<file path="config.mk">
export PLATFORM = sky130hd
export DESIGN_NAME = if_stage_flat
export DESIGN_NICKNAME = d
export VERILOG_FILES = /design/src/rtl/if_stage_if.sv /design/src/rtl/if_stage.sv /design/src/flat_wrapper.sv
export SDC_FILE = /design/constraint.sdc
export NUM_CORES = 1
export LEC_CHECK = 0
export ABC_AREA = 1
export CAP_MARGIN = 15
export CORE_MARGIN = 3
export CORE_UTILIZATION = 35
export CTS_CLUSTER_DIAMETER = 120
export DETAILED_ROUTE_END_ITERATION = 8
export PLACE_DENSITY = 0.63
export SYNTH_ARGS = -nofsm -noshare
export SYNTH_HDL_FRONTEND = slang
export SYNTH_SLANG_ARGS = --single-unit
</file>
<file path="constraint.sdc">
create_clock -name clk -period 2 [get_ports clk]
set_input_delay 0.6 -clock clk [delete_from_list [all_inputs] [get_ports clk]]
set_output_delay 0.6 -clock clk [all_outputs]
set_load 0.01 [all_outputs]
</file>
<file path="src/rtl/if_stage_if.sv">
// Instruction-memory fetch bus between if_stage (master) and instruction memory (slave).
// Single outstanding request: one-cycle imem_req pulse, later answered by an imem_rvalid pulse.
interface if_stage_if #(
    parameter int unsigned WORD_SIZE = 32,
    parameter int unsigned ADDR_SIZE = 10
);
    logic                 imem_req;
    logic [ADDR_SIZE-1:0] imem_addr;
    logic                 imem_rvalid;
    logic [WORD_SIZE-1:0] imem_rdata;

    modport master (
        output imem_req,
        output imem_addr,
        input  imem_rvalid,
        input  imem_rdata
    );

    modport slave (
        input  imem_req,
        input  imem_addr,
        output imem_rvalid,
        output imem_rdata
    );
endinterface

</file>
<file path="src/rtl/if_stage.sv">
// Instruction-fetch stage: PC, single-outstanding imem fetch, IF/ID register, redirect and stall.
// Optional IF_PERF_CNT_EN adds perf_fetched / perf_stall counters.
module if_stage #(
    parameter int unsigned          WORD_SIZE = 32,
    parameter int unsigned          ADDR_SIZE = 10,
    parameter logic [ADDR_SIZE-1:0] RESET_PC  = '0,
    parameter logic [WORD_SIZE-1:0] NOP_INSTR = 32'h0000_0013
) (
    input  logic                 clk,
    input  logic                 rst_n,
    input  logic                 branch,
    input  logic                 jump,
    input  logic                 zero,
    input  logic [ADDR_SIZE-1:0] branch_target,
    input  logic                 stall,
    if_stage_if.master           imem,
    output logic [ADDR_SIZE-1:0] if_pc,
    output logic [WORD_SIZE-1:0] if_instr,
    output logic                 if_valid
`ifdef IF_PERF_CNT_EN
    ,
    output logic [31:0]          perf_fetched,
    output logic [31:0]          perf_stall
`endif
);

    typedef enum logic [1:0] {S_IDLE, S_WAIT, S_HOLD} state_e;

    localparam logic [ADDR_SIZE-1:0] PC_STEP    = ADDR_SIZE'(4);
    localparam logic [ADDR_SIZE-1:0] ALIGN_MASK = ~ADDR_SIZE'(3);

    state_e               state_q, state_d;
    logic [ADDR_SIZE-1:0] pc_q, pc_d;
    logic                 req_q, req_d;
    logic [ADDR_SIZE-1:0] addr_q, addr_d;
    logic                 drop_q, drop_d;
    logic [WORD_SIZE-1:0] buf_q, buf_d;
    logic [ADDR_SIZE-1:0] if_pc_q, if_pc_d;
    logic [WORD_SIZE-1:0] if_instr_q, if_instr_d;
    logic                 if_valid_q, if_valid_d;
    logic                 taken;
    logic [ADDR_SIZE-1:0] target;

    always_comb begin
        taken      = jump | (branch & zero);
        target     = branch_target & ALIGN_MASK;
        state_d    = state_q;
        pc_d       = pc_q;
        req_d      = 1'b0;
        addr_d     = addr_q;
        drop_d     = drop_q;
        buf_d      = buf_q;
        if_pc_d    = if_pc_q;
        if_instr_d = if_instr_q;
        if_valid_d = if_valid_q;

        // Bubble whenever IF/ID is free to move but nothing gets loaded below.
        if (!stall) begin
            if_valid_d = 1'b0;
            if_instr_d = NOP_INSTR;
        end

        if (taken) begin
            if_valid_d = 1'b0;
            if_instr_d = NOP_INSTR;
            pc_d       = target;
            case (state_q)
                S_WAIT: begin
                    if (imem.imem_rvalid) begin
                        req_d  = 1'b1;
                        addr_d = target;
                        drop_d = 1'b0;
                    end else begin
                        drop_d = 1'b1;
                    end
                end
                default: begin
                    req_d   = 1'b1;
                    addr_d  = target;
                    state_d = S_WAIT;
                end
            endcase
        end else begin
            case (state_q)
                S_IDLE: begin
                    req_d   = 1'b1;
                    addr_d  = pc_q;
                    state_d = S_WAIT;
                end
                S_WAIT: begin
                    if (imem.imem_rvalid) begin
                        if (drop_q) begin
                            drop_d = 1'b0;
                            req_d  = 1'b1;
                            addr_d = pc_q;
                        end else if (!stall) begin
                            if_pc_d    = addr_q;
                            if_instr_d = imem.imem_rdata;
                            if_valid_d = 1'b1;
                            pc_d       = addr_q + PC_STEP;
                            req_d      = 1'b1;
                            addr_d     = addr_q + PC_STEP;
                        end else begin
                            buf_d   = imem.imem_rdata;
                            state_d = S_HOLD;
                        end
                    end
                end
                S_HOLD: begin
                    if (!stall) begin
                        if_pc_d    = pc_q;
                        if_instr_d = buf_q;
                        if_valid_d = 1'b1;
                        pc_d       = pc_q + PC_STEP;
                        req_d      = 1'b1;
                        addr_d     = pc_q + PC_STEP;
                        state_d    = S_WAIT;
                    end
                end
                default: state_d = S_IDLE;
            endcase
        end
    end

    always_ff @(posedge clk or negedge rst_n) begin
        if (!rst_n) begin
            state_q    <= S_IDLE;
            pc_q       <= RESET_PC;
            req_q      <= 1'b0;
            addr_q     <= RESET_PC;
            drop_q     <= 1'b0;
            buf_q      <= NOP_INSTR;
            if_pc_q    <= '0;
            if_instr_q <= NOP_INSTR;
            if_valid_q <= 1'b0;
        end else begin
            state_q    <= state_d;
            pc_q       <= pc_d;
            req_q      <= req_d;
            addr_q     <= addr_d;
            drop_q     <= drop_d;
            buf_q      <= buf_d;
            if_pc_q    <= if_pc_d;
            if_instr_q <= if_instr_d;
            if_valid_q <= if_valid_d;
        end
    end

    assign imem.imem_req  = req_q;
    assign imem.imem_addr = addr_q;
    assign if_pc          = if_pc_q;
    assign if_instr       = if_instr_q;
    assign if_valid       = if_valid_q;

`ifdef IF_PERF_CNT_EN
    logic [31:0] perf_fetched_q, perf_fetched_d;
    logic [31:0] perf_stall_q, perf_stall_d;

    // A valid IF/ID value only appears without stall when it was loaded this cycle.
    always_comb begin
        perf_fetched_d = perf_fetched_q + {31'b0, if_valid_d & ~stall};
        perf_stall_d   = perf_stall_q + {31'b0, stall};
    end

    always_ff @(posedge clk or negedge rst_n) begin
        if (!rst_n) begin
            perf_fetched_q <= '0;
            perf_stall_q   <= '0;
        end else begin
            perf_fetched_q <= perf_fetched_d;
            perf_stall_q   <= perf_stall_d;
        end
    end

    assign perf_fetched = perf_fetched_q;
    assign perf_stall   = perf_stall_q;
`endif

endmodule

</file>
<file path="src/flat_wrapper.sv">
// flat-port wrapper written by rule: the top's interface ports become plain ports
module if_stage_flat 
#(
    parameter int unsigned          WORD_SIZE = 32,
    parameter int unsigned          ADDR_SIZE = 10,
    parameter logic [ADDR_SIZE-1:0] RESET_PC  = '0,
    parameter logic [WORD_SIZE-1:0] NOP_INSTR = 32'h0000_0013
)
  (clk, rst_n, branch, jump, zero, branch_target, stall, if_pc, if_instr, if_valid, imem_imem_req, imem_imem_addr, imem_imem_rvalid, imem_imem_rdata);
  if_stage_if #(.WORD_SIZE(WORD_SIZE), .ADDR_SIZE(ADDR_SIZE)) imem_i ();
  input  logic clk;
  input  logic rst_n;
  input  logic branch;
  input  logic jump;
  input  logic zero;
  input  logic [ADDR_SIZE-1:0] branch_target;
  input  logic stall;
  output logic [ADDR_SIZE-1:0] if_pc;
  output logic [WORD_SIZE-1:0] if_instr;
  output logic if_valid;
  output wire logic [$bits(imem_i.imem_req)-1:0] imem_imem_req;
  output wire logic [$bits(imem_i.imem_addr)-1:0] imem_imem_addr;
  input wire logic [$bits(imem_i.imem_rvalid)-1:0] imem_imem_rvalid;
  input wire logic [$bits(imem_i.imem_rdata)-1:0] imem_imem_rdata;
  assign imem_imem_req = imem_i.imem_req;
  assign imem_imem_addr = imem_i.imem_addr;
  assign imem_i.imem_rvalid = imem_imem_rvalid;
  assign imem_i.imem_rdata = imem_imem_rdata;
  if_stage #(.WORD_SIZE(WORD_SIZE), .ADDR_SIZE(ADDR_SIZE), .RESET_PC(RESET_PC), .NOP_INSTR(NOP_INSTR)) u_core (.clk(clk), .rst_n(rst_n), .branch(branch), .jump(jump), .zero(zero), .branch_target(branch_target), .stall(stall), .imem(imem_i), .if_pc(if_pc), .if_instr(if_instr), .if_valid(if_valid));
endmodule
</file>
Word level (Yosys, flattened, before mapping) --
Index checks and enable logic that the tools add are counted.
Operators by class: add/sub/neg operators 2, reduce and logical (&&, ||, !) cells 11, eq/ne operators 13, bitwise operators 4, muxes and demuxes 49
Operators with widths (number):
- $mux 32 | 6
- $mux 10 | 14
- $pmux 32 s2 | 1
- $pmux 10 s2 | 2
- $pmux 10 s3 | 1
- $add 10x3->10 const B | 2
- $mux 1 | 16
- $reduce_and 5->1 | 3
- $mux 2 | 6
- $ne 2x2->1 const B | 6
- $ne 3x2->1 const B | 3
- $pmux 2 s3 | 1
- $reduce_and 6->1 | 1
- $ne 4x2->1 const B | 1
- $reduce_and 4->1 | 1
- $reduce_bool 2->1 | 2
- $reduce_bool 4->1 | 1
- $ne 3x3->1 const B | 1
- $pmux 1 s3 | 1
- $reduce_bool 3->1 | 1
- $eq 2x1->1 const B | 1
- $eq 2x2->1 const B | 1
- $logic_not 2->1 | 1
- $not 1->1 | 2
- other kinds (4) | 4
Word-level totals: input port bits 49, bits in registers 99, logic and storage cells 88

Logic depth before layout (Yosys ltp) --
Gate-level depths: netlist of run 1.
depth after elaboration 6, mapped depth 11, gate-level depth less buffers 10

Least setup slack after synthesis of run 1 --
No wires, ideal clock.
path type reg2reg, start point reg u_core.state_q[0], end point reg u_core.if_pc_q[0], in the netlist u_core.if_pc[0], path buffers 1, setup slack 0.338 ns, arrival 1.535 ns, cell stages (with the launch flop) 11, path through dfrtp_1 > inv_1 > ha_1 > inv_2 > nor2_2 > inv_2 > nor2_1 > nand2_1 > inv_2 > buf_4 > a31oi_1
On the way: word-level cells in the longest chain between the ends 3, elaborated cells between the ends (all ways) 9, classes of those cells 6 x eq/ne; 1 x mux; 2 x reduce/logical
Ends and longest elaborated chain:
- from (decl) | RTL line if_stage.sv:32 | state_e state_q, state_d;
- from (signal assigned) | RTL line if_stage.sv:137 | state_q <= state_d;
- $eq 2x1->1 or $eq 2x2->1 (tied branches) | RTL line if_stage.sv:84 | case (state_q)
- $ne 2x2->1 (no source line) or $reduce_bool 2->1 (tied branches)
- $reduce_and 6->1 (no source line)
- to (signal assigned) | RTL line if_stage.sv:143 | if_pc_q <= if_pc_d;
- to (decl) | RTL line if_stage.sv:38 | logic [ADDR_SIZE-1:0] if_pc_q, if_pc_d;
Several ways; a longest one is shown, not always the timed one. A chain may end at the register's enable or synchronous reset.

Final worst setup path of run 1 --
start point reg u_core.addr_q[6], in the netlist u_core.imem.imem_addr[6], end point out imem_imem_addr[6]
RTL lines:
- from (decl) | RTL line if_stage.sv:35 | logic [ADDR_SIZE-1:0] addr_q, addr_d;
- from (signal assigned) | RTL line if_stage.sv:140 | addr_q <= addr_d;
- to (decl) | RTL line flat_wrapper.sv:22 | output wire logic [$bits(imem_i.imem_addr)-1:0] imem_imem_addr;
No word-level cell between the ends.

==> impl_metrics.json, run 1 <==
{
  "status": "finished, final reports clean",
  "synth.net_count": 739,
  "die-width_um": 129,
  "start_util_pct": 36.0,
  "hold_viol": 0,
  "std_cell_rows": 44,
  "vias": 5050,
  "critPathBufInv": 1,
  "overflow": 0,
  "yosysWarnings": 0,
  "cap_viol_max_count": 0,
  "setup_viol": 0,
  "setup.worst_path.start_class": "flip-flop",
  "slew_violations": 0,
  "numCtsBuffers": 9,
  "drt-initial-drc-count": 509,
  "antenna_found_initial": 0,
  "routedWlPerCell_um": 15.1,
  "dieArea_mm2": 0.0166,
  "netlist_instances": 683,
  "fin_crit_ns": 1.97,
  "avgSynthCellArea_um2": 7.72,
  "min_period_over_period_pct": 98.3,
  "drt_wl_total_um": 15000,
  "synth-seq-cells": 99,
  "rsz0062_at_grt": "true",
  "crit_fanout": 5,
  "hold_path.class": "primary input to asynchronous set/reset pin",
  "slew_headroom_pct": 72.1,
  "worstMarginPinSlew_ns": 0.418,
  "crit_slowest_cell": "clkdlybuf4s50_1",
  "synth_largest_area_cell": "dfrtp_1",
  "postRouteAntennaNets": 0,
  "grt_pass1_wl_um": 23900,
  "cts_sinks": 99,
  "yosys-top-cells-area": "dfrtp_1 44%, nand2_1 14%, o21ai_0 6.2%",
  "rrSetupSlack_ns": 0.13,
  "ctsHtreeMaxLevel": 3,
  "worstPathCellList": "clkdlybuf4s50_1",
  "critPathKind": "flip-flop to output port",
  "ir_worst_vdd_uv": 559,
  "first_pass_iters": 5,
  "drive_gt1_share_pct": 13.0,
  "finClkSkew_ns": 0.00996,
  "grt_max_degree": 42,
  "cts-root-buf": "clkbuf_16",
  "io_pins": 103,
  "track_usage_pct": 18.1,
  "synth_top_area_share_pct": 44.1,
  "drc": 0,
  "gp_congestion": 0.858,
  "cp_data_required_time_ns": 1.40,
  "final_util_pct": 48.1,
  "layout.nets": 858,
  "seq_area_frac_synth_pct": 47.1,
  "power.leakage_uw": 0.00326,
  "place_hpwl_um": 10600,
  "finalSetupTns_ns": 0,
  "total_power_uw": 8820,
  "dp_cells": 973,
  "die_h_um": 129,
  "yosysUniqueCellTypes": 36,
  "synth_area_mm2": 0.00527,
  "grt_pass1_vias": 4830,
  "port_buffers": 100,
  "clk_pin_slew_ns": 0.07,
  "max_stage_delay_ns": 0.57,
  "ctsLongestPathBuffers": 2,
  "antennaDiodeCount": 0,
  "via_per_inst": 5.10,
  "cts_tree": "built",
  "area_growth_pct": 33.6,
  "clk_latency_ns": 0.35,
  "critPathArrivalTime_ns": 1.37,
  "cp_top_family": "buffers and inverters",
  "final_cells": 991,
  "core_mm2": 0.0146,
  "endpoint_kind": "output port",
  "fmax_mhz": 509,
  "power.density_mw_per_mm2": 1250
}
-- what timing repair did --
action / 4_1_cts / 5_1_grt
hold buffers: 0 / 0
endpoints found under the setup margin: 7 / 26
resized for setup: 7 / 7
cloned: 0 / 0
buffers inserted: 0 / 2
pin swaps: 0 / 0
-- cells by family after synthesis --
family | count (synthesis) | synth area share [%]
muxes | 3 | 0.783
and+or+nand+nor | 277 | 21.8
AOI/OAI and AO/OA | 189 | 19.7
DFF | 99 | 47.1
xor gates and xnor gates | 1 | 0.166
buffers and inverters | 107 | 8.73
adders and majority gates | 7 | 1.66
-- routing by layer --
layer  up-vias  share of wire, %  wire, um  GRT usage (%)
met1      2358                46      6850           24.4
met2       196                46      6890           29.1
met4         0               1.6       233           6.42
met5         -                 0         0              0
met3        19               6.9      1030           3.32
li1       2477                 -         -              -
-- per-stage QoR --
| stage | setup slack (ns) | hold slack [ns] | area (um2) |
|---|---|---|---|
| floorplan | 0.338 | 0.304 | 5270 |
| global placement | -0.228 | 0.465 | 6700 |
| detailed placement | -0.336 | 0.469 | 6700 |
| CTS | 0.0227 | 0.181 | 7010 |
| global route | -0.0118 | 0.194 | 7040 |
| finish | 0.0337 | 0.184 | 7040 |
-- layout make-up --
| class | count | area, um2 |
|---|---|---|
| flip-flops and latches | 99 | 2490 |
| multi-input cells | 477 | 2350 |
| clock buffers | 11 | 243 |
| well taps | 184 | 230 |
| clock inverters | 5 | 62.6 |
| repair buffers | 144 | 1400 |
| fillers | 1399 | 7600 |
| inverters | 71 | 268 |
-- where the power goes --
group / switching, uW / leakage, uW / internal (uW)
logic: 2150 / 0.00186 / 1620
registers: 528 / 0.00125 / 2710
clock network: 797 / 0.000142 / 1010
-- final timing paths --
path / endpoint / cells past startpoint / startpoint
max: imem_imem_addr[6] / 1 / u_core.imem.imem_addr[6]
min in group clk: u_core.if_pc[2] / 2 / u_core.if_pc[2]
max in group asynchronous: u_core.buf_q[0] / 2 / rst_n
min reg2reg: u_core.if_pc[2] / 2 / u_core.if_pc[2]
max reg2reg: u_core.imem.imem_addr[5] / 9 / u_core.state_q[1]
min: u_core.buf_q[31] / 1 / rst_n
-- state kept, by name, indices dropped and copies added, names as in the netlist --
signal                 cells
u_core.if_valid            1
u_core.state_q             2
u_core.imem.imem_addr     10
u_core.imem.imem_req       1
u_core.pc_q               10
u_core.if_pc              10
u_core.drop_q              1
u_core.if_instr           32
u_core.buf_q              32
-- placed cells by master (no fill, tap or decap), types with 3 or more instances in the layout --
cell / instances
ha_1: 6
nand3_1: 20
clkbuf_16: 9
dfrtp_2: 7
dfstp_2: 6
o21ai_1: 41
nand2_4: 3
dfrtp_1: 86
inv_1: 61
inv_2: 9
buf_12: 6
nand2_2: 3
a21oi_1: 49
dlygate4sd2_1: 3
nor3_1: 3
nor2_2: 4
o21ai_0: 65
clkdlybuf4s50_1: 95
nand4_1: 4
buf_4: 39
a32o_1: 12
nand2_1: 195
nor2_1: 39
a31oi_1: 15
-- cells in the mapped netlist (all sizes together) --
master	instances
nand2	201
o21ai	106
dfrtp	93
inv	70
a21oi	50
nor2	45
buf	26
nand3	21
a31oi	15
a32o	12
clkbuf	10
ha	7
dfstp	6
nand4	5
nor3	5
mux2	3
o211ai	2
o22ai	2
a21boi	1
clkinv	1
o21bai	1
xor2	1
Power figures use the tool's default switching activity.
==> run 2: changes to the inputs <==
--- a/config.mk
+++ b/config.mk
@@ -11,2 +11,3 @@
 export CORE_UTILIZATION = 35
+export CTS_BUF_LIST = sky130_fd_sc_hd__clkbuf_8 sky130_fd_sc_hd__clkbuf_16
 export CTS_CLUSTER_DIAMETER = 120
==> constraint.sdc (replaced) <==
create_clock -name clk -period 2 [get_ports clk]
set_input_delay 0.5 -clock clk [delete_from_list [all_inputs] [get_ports clk]]
set_output_delay 0.5 -clock clk [all_outputs]
set_load 0.01 [all_outputs]
==> run 2 against run 1 <==
  * Utilization up 0.28 points
  * Highest routed layer unchanged
  * Critical endpoint is now if_instr[0]
  * Largest cell class unchanged
  * Fmax up 1.8%
  * Sequential power about the same
==> impl_metrics.json, run 2 (synthesis gave the netlist of run 1 again) <==
{
  "status": "finished, final reports clean",
  "final_common_cell": "nand2_1",
  "overflow": 0,
  "core_mm2": 0.0146,
  "area_growth_pct": 34.3,
  "crit_slowest_cell": "dfstp_2",
  "power.density_mw_per_mm2": 1270,
  "grt_pass1_wl_um": 24500,
  "endpoint_kind": "output port",
  "cts_hold_buf": 0,
  "postRouteAntennaNets": 0,
  "cp_top_family": "flip-flops",
  "drc": 0,
  "ctsLongestPathBuffers": 2,
  "grt_pass1_vias": 4937,
  "fmax_mhz": 518,
  "worstPathCellList": "clkdlybuf4s50_1",
  "layout.nets": 859,
  "cts-root-buf": "clkbuf_16",
  "critPathArrivalTime_ns": 1.43,
  "io_pins": 103,
  "fin_crit_ns": 1.93,
  "final_cells": 992,
  "max_stage_delay_ns": 0.55,
  "final_cell_mix": "195 x nand2_1, 98 x clkdlybuf4s50_1, 93 x dfrtp_1",
  "finClkSkew_ns": 0.00531,
  "slew_violations": 0,
  "first_pass_iters": 8,
  "worstMarginPinSlew_ns": 0.411,
  "hold_path.class": "primary input to asynchronous set/reset pin",
  "power.leakage_uw": 0.00330,
  "critPathBufInv": 1,
  "setup_viol": 0,
  "track_usage_pct": 18.6,
  "critPathKind": "flip-flop to output port",
  "port_buffers": 100,
  "die-width_um": 129,
  "setup.worst_path.start_class": "flip-flop",
  "ir_worst_vdd_uv": 645,
  "antenna_found_initial": 0,
  "numCtsBuffers": 9,
  "min_period_over_period_pct": 96.5,
  "antennaDiodeCount": 0,
  "routedWlPerCell_um": 15.3,
  "place_hpwl_um": 10700,
  "gp_congestion": 0.853,
  "grt_max_degree": 45,
  "cts_sinks": 99,
  "std_cell_rows": 44,
  "postCtsResizedCells": 0,
  "cap_viol_max_count": 0,
  "drt_wl_total_um": 15200,
  "via_per_inst": 5.16,
  "die_h_um": 129,
  "dieArea_mm2": 0.0166,
  "clk_latency_ns": 0.35,
  "fillers": 1404,
  "ctsHtreeMaxLevel": 3,
  "cts_tree": "built",
  "cp_data_required_time_ns": 1.50,
  "drive_gt1_share_pct": 12.0,
  "dp_cells": 976,
  "slew_headroom_pct": 72.5,
  "postCtsSetupBuffers": 0,
  "clk_pin_slew_ns": 0.07,
  "drt-initial-drc-count": 549,
  "vias": 5115,
  "hold_viol": 0,
  "seqCellArea_mm2": 0.00248,
  "start_util_pct": 36.0,
  "crit_fanout": 2,
  "finalSetupTns_ns": 0,
  "multi_input_area_mm2": 0.00235,
  "rsz0062_at_grt": "false"
}
[run 2: area by class of cell]
class / count / area share (%)
clock buffers: 10 / 3.37
clock inverters: 6 / 1.15
repair buffers: 145 / 20.2
flip-flops and latches: 99 / 35.1
inverters: 71 / 3.80
well taps: 184 / 3.25
multi-input cells: 477 / 33.1
[run 2: metrics by stage]
| stage | hold slack (ns) | setup WS, ns | total power, uW | utilization (%) | cell area, um2 |
|---|---|---|---|---|---|
| 2_1_floorplan | 0.204 | 0.338 | 5390 | - | 5270 |
| 3_3_place_gp | 0.449 | -0.102 | 6900 | 46.1 | 6750 |
| 3_5_place_dp | 0.451 | -0.121 | 7030 | 46.1 | 6750 |
| 4_1_cts | 0.0682 | 0.0537 | 8960 | 48.3 | 7070 |
| 5_1_grt | 0.0864 | 0.0141 | 9620 | 48.4 | 7080 |
| 6_report | 0.0670 | 0.0690 | 8970 | 48.4 | 7080 |
[run 2: power by group]
| part | total, uW | internal (uW) | switching, uW |
|---|---|---|---|
| Sequential | 3240 | 2690 | 544 |
| Clock | 1880 | 1120 | 754 |
| Combinational | 3850 | 1650 | 2200 |
| Total | 8970 | 5470 | 3500 |
[run 2: path summary, 6_finish.rpt]
path	startpoint	endpoint	slack [ns]	cells after the start
min reg2reg	u_core.buf_q[29]	u_core.buf_q[29]	0.49	2
min in group clk	u_core.buf_q[29]	u_core.buf_q[29]	0.49	2
max reg2reg	u_core.state_q[0]	u_core.if_instr[8]	0.16	8
min	rst_n	u_core.pc_q[1]	0.07	1
max in group asynchronous	rst_n	u_core.buf_q[0]	1.35	2
max	u_core.if_instr[0]	if_instr[0]	0.07	1
[run 2: worst reg2reg max path, stage by stage (launching register included)]
cell and delay [ns]:
dfrtp_1 0.40, inv_1 0.10, ha_1 0.41, inv_2 0.08
nor2_4 0.12, buf_4 0.20, buf_4 0.26, nand2_1 0.09
o21ai_0 0.09
[run 2: metal layers]
layer	up-vias	routed length [um]	track usage [%]
met5	-	0	0
met4	0	259	5.81
met3	25	1110	4.73
met2	230	7140	30.6
met1	2375	6700	24.0
li1	2485	-	-
